## src/rtl/fixed_lane_pack_pkg.sv

```systemverilog
// Shared constants, state encoding and helpers for the fixed-point lane packer.
package fixed_lane_pack_pkg;

    localparam int BUS_NUM          = 8;
    localparam int FIXED_DATA_WIDTH = 8;
    localparam int MEM_WIDTH        = BUS_NUM * FIXED_DATA_WIDTH;
    localparam int MEM_DEPTH        = 512;
    localparam int MEM_ADDR_WIDTH   = 9;
    localparam int CNT_WIDTH        = 4;
    // Residue (<BUS_NUM) plus one bus of lanes fits in 2*BUS_NUM slots.
    localparam int MRG_NUM          = 2 * BUS_NUM;
    localparam int MRG_CNT_WIDTH    = CNT_WIDTH + 1;

    typedef enum logic [1:0] {
        IDLE  = 2'd0,
        RUN   = 2'd1,
        FLUSH = 2'd2
    } state_t;

    function automatic logic [CNT_WIDTH-1:0] popcount(input logic [BUS_NUM-1:0] i_vec);
        logic [CNT_WIDTH-1:0] v_cnt;
        v_cnt = '0;
        for (int i = 0; i < BUS_NUM; i++) begin
            v_cnt = v_cnt + CNT_WIDTH'(i_vec[i]);
        end
        return v_cnt;
    endfunction

endpackage

```

## src/rtl/lane_compactor.sv

```systemverilog
// Combinational compaction: kept lanes are appended in lane order after the residue.
module lane_compactor
    import fixed_lane_pack_pkg::*;
(
    input  logic [MEM_WIDTH-1:0]                        in_data,
    input  logic [BUS_NUM-1:0]                          in_keep,
    input  logic [BUS_NUM-1:0][FIXED_DATA_WIDTH-1:0]    in_res,
    input  logic [CNT_WIDTH-1:0]                        in_res_cnt,
    output logic [MRG_NUM-1:0][FIXED_DATA_WIDTH-1:0]    out_merged,
    output logic [MRG_CNT_WIDTH-1:0]                    out_merged_cnt
);

    logic [MRG_CNT_WIDTH-1:0] w_pos;

    // Slots above the merged count stay zero, so the residue never carries stale bytes.
    always_comb begin
        out_merged = '0;
        w_pos      = {1'b0, in_res_cnt};
        for (int j = 0; j < BUS_NUM; j++) begin
            if (CNT_WIDTH'(j) < in_res_cnt) begin
                out_merged[j] = in_res[j];
            end
        end
        for (int i = 0; i < BUS_NUM; i++) begin
            if (in_keep[i]) begin
                out_merged[w_pos[MRG_CNT_WIDTH-2:0]] = in_data[i*FIXED_DATA_WIDTH +: FIXED_DATA_WIDTH];
                w_pos = w_pos + MRG_CNT_WIDTH'(1);
            end
        end
    end

    assign out_merged_cnt = {1'b0, in_res_cnt} + MRG_CNT_WIDTH'(popcount(in_keep));

endmodule

```

## src/rtl/fixed_lane_packer.sv

```systemverilog
// Packs valid lanes into dense SRAM words from a base address; flush writes the partial tail.
// Optional RELU_PACK_ZERO_SKIP_EN: zero-valued elements are dropped as if their valid were low.
//   state | meaning
//   IDLE  | waiting for in_start; inputs ignored
//   RUN   | packing incoming lanes, writing full words
//   FLUSH | one cycle: write the partial residue word, then end the run
module fixed_lane_packer
    import fixed_lane_pack_pkg::*;
(
    input  logic                        clk,
    input  logic                        rst,
    input  logic                        in_start,
    input  logic [MEM_ADDR_WIDTH-1:0]   in_base_addr,
    input  logic [MEM_WIDTH-1:0]        in_fixed_data,
    input  logic [BUS_NUM-1:0]          in_fixed_data_vld,
    input  logic                        in_flush,
    output logic                        mem_wen,
    output logic [MEM_ADDR_WIDTH-1:0]   mem_waddr,
    output logic [MEM_WIDTH-1:0]        mem_wdata,
    output logic [BUS_NUM-1:0]          mem_wmask,
    output logic [MEM_ADDR_WIDTH:0]     out_word_cnt,
    output logic                        out_done,
    output logic                        out_overflow
);

    state_t r_state;
    state_t w_state_nxt;

    logic [BUS_NUM-1:0][FIXED_DATA_WIDTH-1:0] r_res;
    logic [CNT_WIDTH-1:0]                     r_res_cnt;
    logic [MEM_ADDR_WIDTH-1:0]                r_addr;

    logic [BUS_NUM-1:0]                       w_keep;
    logic [MRG_NUM-1:0][FIXED_DATA_WIDTH-1:0] w_merged;
    logic [MRG_CNT_WIDTH-1:0]                 w_merged_cnt;
    logic                                     w_word_full;
    logic                                     w_write;
    logic [MEM_WIDTH-1:0]                     w_wdata;
    logic [BUS_NUM-1:0]                       w_wmask;
    logic [BUS_NUM-1:0]                       w_part_mask;
    logic [MEM_WIDTH-1:0]                     w_part_data;

`ifdef RELU_PACK_ZERO_SKIP_EN
    always_comb begin
        w_keep = '0;
        for (int i = 0; i < BUS_NUM; i++) begin
            w_keep[i] = in_fixed_data_vld[i] &&
                        (in_fixed_data[i*FIXED_DATA_WIDTH +: FIXED_DATA_WIDTH] != '0);
        end
    end
`else
    assign w_keep = in_fixed_data_vld;
`endif

    lane_compactor u_lane_compactor (
        .in_data        (in_fixed_data),
        .in_keep        (w_keep),
        .in_res         (r_res),
        .in_res_cnt     (r_res_cnt),
        .out_merged     (w_merged),
        .out_merged_cnt (w_merged_cnt)
    );

    assign w_word_full = (w_merged_cnt >= MRG_CNT_WIDTH'(BUS_NUM));

    always_comb begin
        w_part_mask = '0;
        w_part_data = '0;
        for (int i = 0; i < BUS_NUM; i++) begin
            w_part_mask[i] = (CNT_WIDTH'(i) < r_res_cnt);
            w_part_data[i*FIXED_DATA_WIDTH +: FIXED_DATA_WIDTH] =
                w_part_mask[i] ? r_res[i] : '0;
        end
    end

    always_comb begin
        w_write = 1'b0;
        w_wdata = w_merged[BUS_NUM-1:0];
        w_wmask = '1;
        if (r_state == RUN) begin
            w_write = w_word_full;
        end else if (r_state == FLUSH) begin
            w_write = (r_res_cnt != '0);
            w_wdata = w_part_data;
            w_wmask = w_part_mask;
        end
    end

    always_ff @(posedge clk) begin
        if (rst) begin
            r_state <= IDLE;
        end else begin
            r_state <= w_state_nxt;
        end
    end

    always_comb begin
        w_state_nxt = r_state;
        case (r_state)
            IDLE:    if (in_start) w_state_nxt = RUN;
            RUN:     if (in_flush) w_state_nxt = FLUSH;
            FLUSH:   w_state_nxt = IDLE;
            default: w_state_nxt = IDLE;
        endcase
    end

    always_ff @(posedge clk) begin
        if (rst) begin
            r_res     <= '0;
            r_res_cnt <= '0;
        end else if (r_state == RUN) begin
            if (w_word_full) begin
                r_res     <= w_merged[MRG_NUM-1:BUS_NUM];
                r_res_cnt <= CNT_WIDTH'(w_merged_cnt - MRG_CNT_WIDTH'(BUS_NUM));
            end else begin
                r_res     <= w_merged[BUS_NUM-1:0];
                r_res_cnt <= CNT_WIDTH'(w_merged_cnt);
            end
        end else if (r_state == FLUSH) begin
            r_res     <= '0;
            r_res_cnt <= '0;
        end
    end

    always_ff @(posedge clk) begin
        if (rst) begin
            r_addr       <= '0;
            mem_wen      <= 1'b0;
            mem_waddr    <= '0;
            mem_wdata    <= '0;
            mem_wmask    <= '0;
            out_word_cnt <= '0;
            out_done     <= 1'b0;
            out_overflow <= 1'b0;
        end else begin
            mem_wen  <= w_write;
            out_done <= (r_state == FLUSH);
            if (r_state == IDLE && in_start) begin
                r_addr       <= in_base_addr;
                out_word_cnt <= '0;
                out_overflow <= 1'b0;
            end
            if (w_write) begin
                mem_waddr <= r_addr;
                mem_wdata <= w_wdata;
                mem_wmask <= w_wmask;
                r_addr    <= (r_addr == MEM_ADDR_WIDTH'(MEM_DEPTH - 1)) ? '0
                                                                        : r_addr + MEM_ADDR_WIDTH'(1);
                // Saturate rather than wrap so a runaway run still reads as large.
                if (out_word_cnt != '1) begin
                    out_word_cnt <= out_word_cnt + (MEM_ADDR_WIDTH+1)'(1);
                end
                if (out_word_cnt >= (MEM_ADDR_WIDTH+1)'(MEM_DEPTH)) begin
                    out_overflow <= 1'b1;
                end
            end
        end
    end

endmodule

```

## config.mk

```make
export PLATFORM = sky130hd
export DESIGN_NAME = fixed_lane_packer
export DESIGN_NICKNAME = d
export VERILOG_FILES = /design/src/rtl/fixed_lane_pack_pkg.sv /design/src/rtl/lane_compactor.sv /design/src/rtl/fixed_lane_packer.sv
export SDC_FILE = /design/constraint.sdc
export NUM_CORES = 1
export LEC_CHECK = 0
export ABC_AREA = 1
export CAP_MARGIN = 10
export CELL_PAD_IN_SITES_DETAIL_PLACEMENT = 1
export CELL_PAD_IN_SITES_GLOBAL_PLACEMENT = 2
export CORE_ASPECT_RATIO = 0.7
export CORE_MARGIN = 2
export CORE_UTILIZATION = 28
export CTS_CLUSTER_SIZE = 12
export DETAILED_ROUTE_END_ITERATION = 8
export PLACE_DENSITY = 0.77
export SKIP_LAST_GASP = 1
export SYNTH_ARGS = -nofsm -noshare
export SYNTH_HDL_FRONTEND = slang
export SYNTH_SLANG_ARGS = --single-unit
export TNS_END_PERCENT = 5
```

## constraint.sdc

```tcl
create_clock -name clk -period 5.8 [get_ports clk]
set_input_delay 0.58 -clock clk [delete_from_list [all_inputs] [get_ports clk]]
set_output_delay 0.58 -clock clk [all_outputs]
set_load 0.05 [all_outputs]
```

==> impl_metrics.py <==
metrics = {
    "floorplan": {
        "std_cell_rows": 87,
        "core_mm2": 0.0804,
        "die_x_um": 344,
        "die_area_mm2": 0.0834,
        "die_h_um": 242,
        "pin_count": 179,
        "start_util_pct": 28.2,
    },
    "global_route": {
        "grt_usage_pct": 38.7,
        "grt_pass1_vias": 30600,
        "grt_pass1_wl_mm": 232,
        "grt_max_degree": 75,
        "gr-total-overflow": 0,
        "antenna_found_initial": 21,
    },
    "sta": {
        "hold_slack_ns": 0.462,
        "finalClockSkew_ns": 0.0185,
        "hold_violations": 0,
        "worst_pin_slew_ns": 1.33,
        "fin_crit_sh_pct": 97.7,
        "setup_ws_ns": 0.133,
        "slew_headroom_pct": 11.3,
        "fmax_mhz": 176,
        "period_minus_slack_ns": 5.67,
        "finalSetupViolCount": 0,
        "slew_viol_final": 0,
    },
    "synth": {
        "syn_inst": 4307,
        "synth_top_area_share_pct": 29.5,
        "ys_warn_count": 0,
        "yosys.area.top_type": "nand2_1",
        "synth.distinct_cells": 49,
        "yosys-top-cells-area": "nand2_1, nand3_1, dfxtp_1",
        "synthTopCellsByCount": "nand2_1, nand3_1, nand4_1",
        "syn_area_mm2": 0.0227,
        "yosysMostFrequentCell": "nand2_1",
        "avgSynthCellArea_um2": 5.27,
        "async_reset_ff_share_pct": 0,
        "synth_edf_count": 0,
        "synth-main-ff-cell": "dfxtp_1",
        "ys_seq_elements": 173,
        "ys_seq_area_share_pct": 15.3,
        "syn_nets": 4440,
    },
    "run": {
        "max-cap-violations": 0,
    },
    "detailed_routing": {
        "vias": 33000,
        "routed_via_density": 5.91,
        "initialDrtViolationCount": 4254,
        "totalWireLength_mm": 168,
        "drc": 0,
        "ant_nets": 0,
        "drtPass1Iterations": 6,
        "wl_per_cell_um": 30.0,
    },
    "finish": {
        "syn2layout_area_growth_pct": 25.4,
        "postLayoutCellArea_mm2": 0.0285,
        "drive_gt1_share_pct": 11.8,
        "num-fill-cells": 10800,
        "final_nets": 4647,
        "instances_no_fill": 5590,
    },
    "clock_network": {
        "path_clk_slew_ns": 0.07,
        "cts_tree": "yes",
        "cts-root-buf": "clkbuf_16",
        "clock-sinks": 173,
        "clockBufferDepth": 3,
        "cts_inserted_buffers": 25,
        "htree_num_levels": 4,
        "clkLatencyLatePin_ns": 0.50,
    },
    "setup_path": {
        "critPathKind": "reg2reg",
        "critPathLaunchType": "register",
        "worstSetupEndpointType": "register",
        "crit_fanout": 6,
        "cp_data_arrival_time_ns": 6.08,
        "cpMostUsedCell": "nand2_2",
        "critPathSlowestCell": "dfxtp_2",
        "crit_required_ns": 6.21,
        "slowest_delay_ns": 0.32,
    },
    "status": {
        "outcome": "complete, no violations",
    },
    "placed_design": {
        "hpwl_mm": 135,
        "place_inst": 5538,
        "place.gp.congestion": 1.09,
        "dpl_cell_area_mm2": 0.0271,
        "pre_cts_slack_ns": -1.05,
        "io_buffers": 178,
    },
    "worst_hold_path": {
        "hp-class": "reg2reg",
    },
    "power": {
        "p_per_area_mw_per_mm2": 268,
        "max-vdd-ir-drop_v": 0.000164,
        "power.leakage_nw": 13.8,
    },
}
## per-stage QoR
| stage | setup TNS, ns | utilization (%) | power (mW) |
|---|---|---|---|
| final | 0 | 35.4 | 7.64 |
| after global routing | -1.07 | 35.4 | 7.95 |
| after CTS | 0 | 34.7 | 7.25 |
| after detailed placement | -115.75 | 33.7 | 5.85 |
| after global placement | -108.13 | 33.7 | 5.82 |
| after floorplan | -0.125 | - | 3.83 |
## placed cells by master (no fill, tap or decap), drive strengths merged
cell / Yosys / routed
or2: 4 / 4
a2bb2oi: 1 / 1
diode: 0 / 4
a21oi: 159 / 159
buf: 89 / 327
nand2: 1813 / 1813
o22ai: 1 / 1
ha: 43 / 43
nand4: 320 / 320
a221oi: 1 / 1
o221a: 1 / 1
fa: 5 / 5
clkdlybuf4s50: 0 / 176
xor2: 6 / 6
nor2: 127 / 127
o211ai: 28 / 28
a211oi: 5 / 5
clkinvlp: 0 / 2
xnor2: 1 / 1
nand3: 754 / 754
nor3: 7 / 7
clkinv: 21 / 22
o31ai: 1 / 1
clkbuf: 239 / 32
a21boi: 3 / 3
o21ai: 249 / 249
inv: 201 / 201
o211a: 1 / 1
a22o: 41 / 41
o21a: 1 / 1
a22oi: 1 / 1
a31oi: 11 / 11
dlygate4sd2: 0 / 1
dfxtp: 173 / 173
## final timing paths
check | slack, ns | to | from | cells after the start
hold reg to reg | 0.46 | mem_wmask[0] | mem_wmask[0] | 2
hold / removal | 0.46 | mem_wmask[0] | mem_wmask[0] | 2
setup reg to reg | 0.13 | r_res[55] | r_res_cnt[1] | 35
setup / recovery | 0.13 | r_res[55] | r_res_cnt[1] | 35
## registers in the layout, summed over array words and instances, names as in the netlist
signal	count
mem_waddr	9
mem_wdata	64
mem_wen	1
mem_wmask	8
out_done	1
out_overflow	1
out_word_cnt	10
r_addr	9
r_res	64
r_res_cnt	4
r_state	2
## what timing repair did
action / in CTS / in global routing
endpoints found under the setup margin: 128 / 128
gates resized for setup: 36 / 78
cloned: 0 / 3
setup buffers: 5 / 10
hold buffers: 0 / 0
pin swaps: 12 / 48
## routing by layer
layer | share of wire [%] | track usage [%] | vias up
li1 | - | - | 14900
met1 | 47 | 58.2 | 16300
met2 | 39 | 52.1 | 1609
met3 | 12 | 12.6 | 205
met4 | 2.6 | 8.67 | 24
met5 | 0.095 | 0 | -
## final cells by class
class / count / area, um2 / share of cell area, %
timing repair buffer: 508 / 4700 / 16.5
inverter: 222 / 855 / 3.00
sequential: 173 / 3470 / 12.2
antenna: 4 / 10.0 / 0.0352
clock buffer: 28 / 647 / 2.27
tap: 1068 / 1340 / 4.69
clock inverter: 3 / 18.8 / 0.0659
multi-input combinational: 3584 / 17400 / 61.2
## kinds of logic after synthesis
family / synth area share (%)
AOI/OAI and AO/OA: 12.4
xor gates and xnor gates: 0.270
adders and majority gates: 2.81
buffers and inverters: 9.96
DFF: 15.3
and+or+nand+nor: 59.3
## critical path: cells and delay by family, from the launching register on
kind / cells / cell delay, ns
AOI/OAI and AO/OA: 2 / 0.32
adders and majority gates: 7 / 1.72
buffers and inverters: 7 / 0.65
DFF: 1 / 0.32
and+or+nand+nor: 19 / 2.52
## report_power, final
group / total, mW / leakage (nW) / internal, mW / switching (mW)
clock: 1.33 / 0.330 / 0.784 / 0.542
combinational: 4.98 / 12.1 / 1.47 / 3.51
sequential: 1.34 / 1.40 / 1.28 / 0.0638
Note: power is estimated with default switching activity, not from simulation.
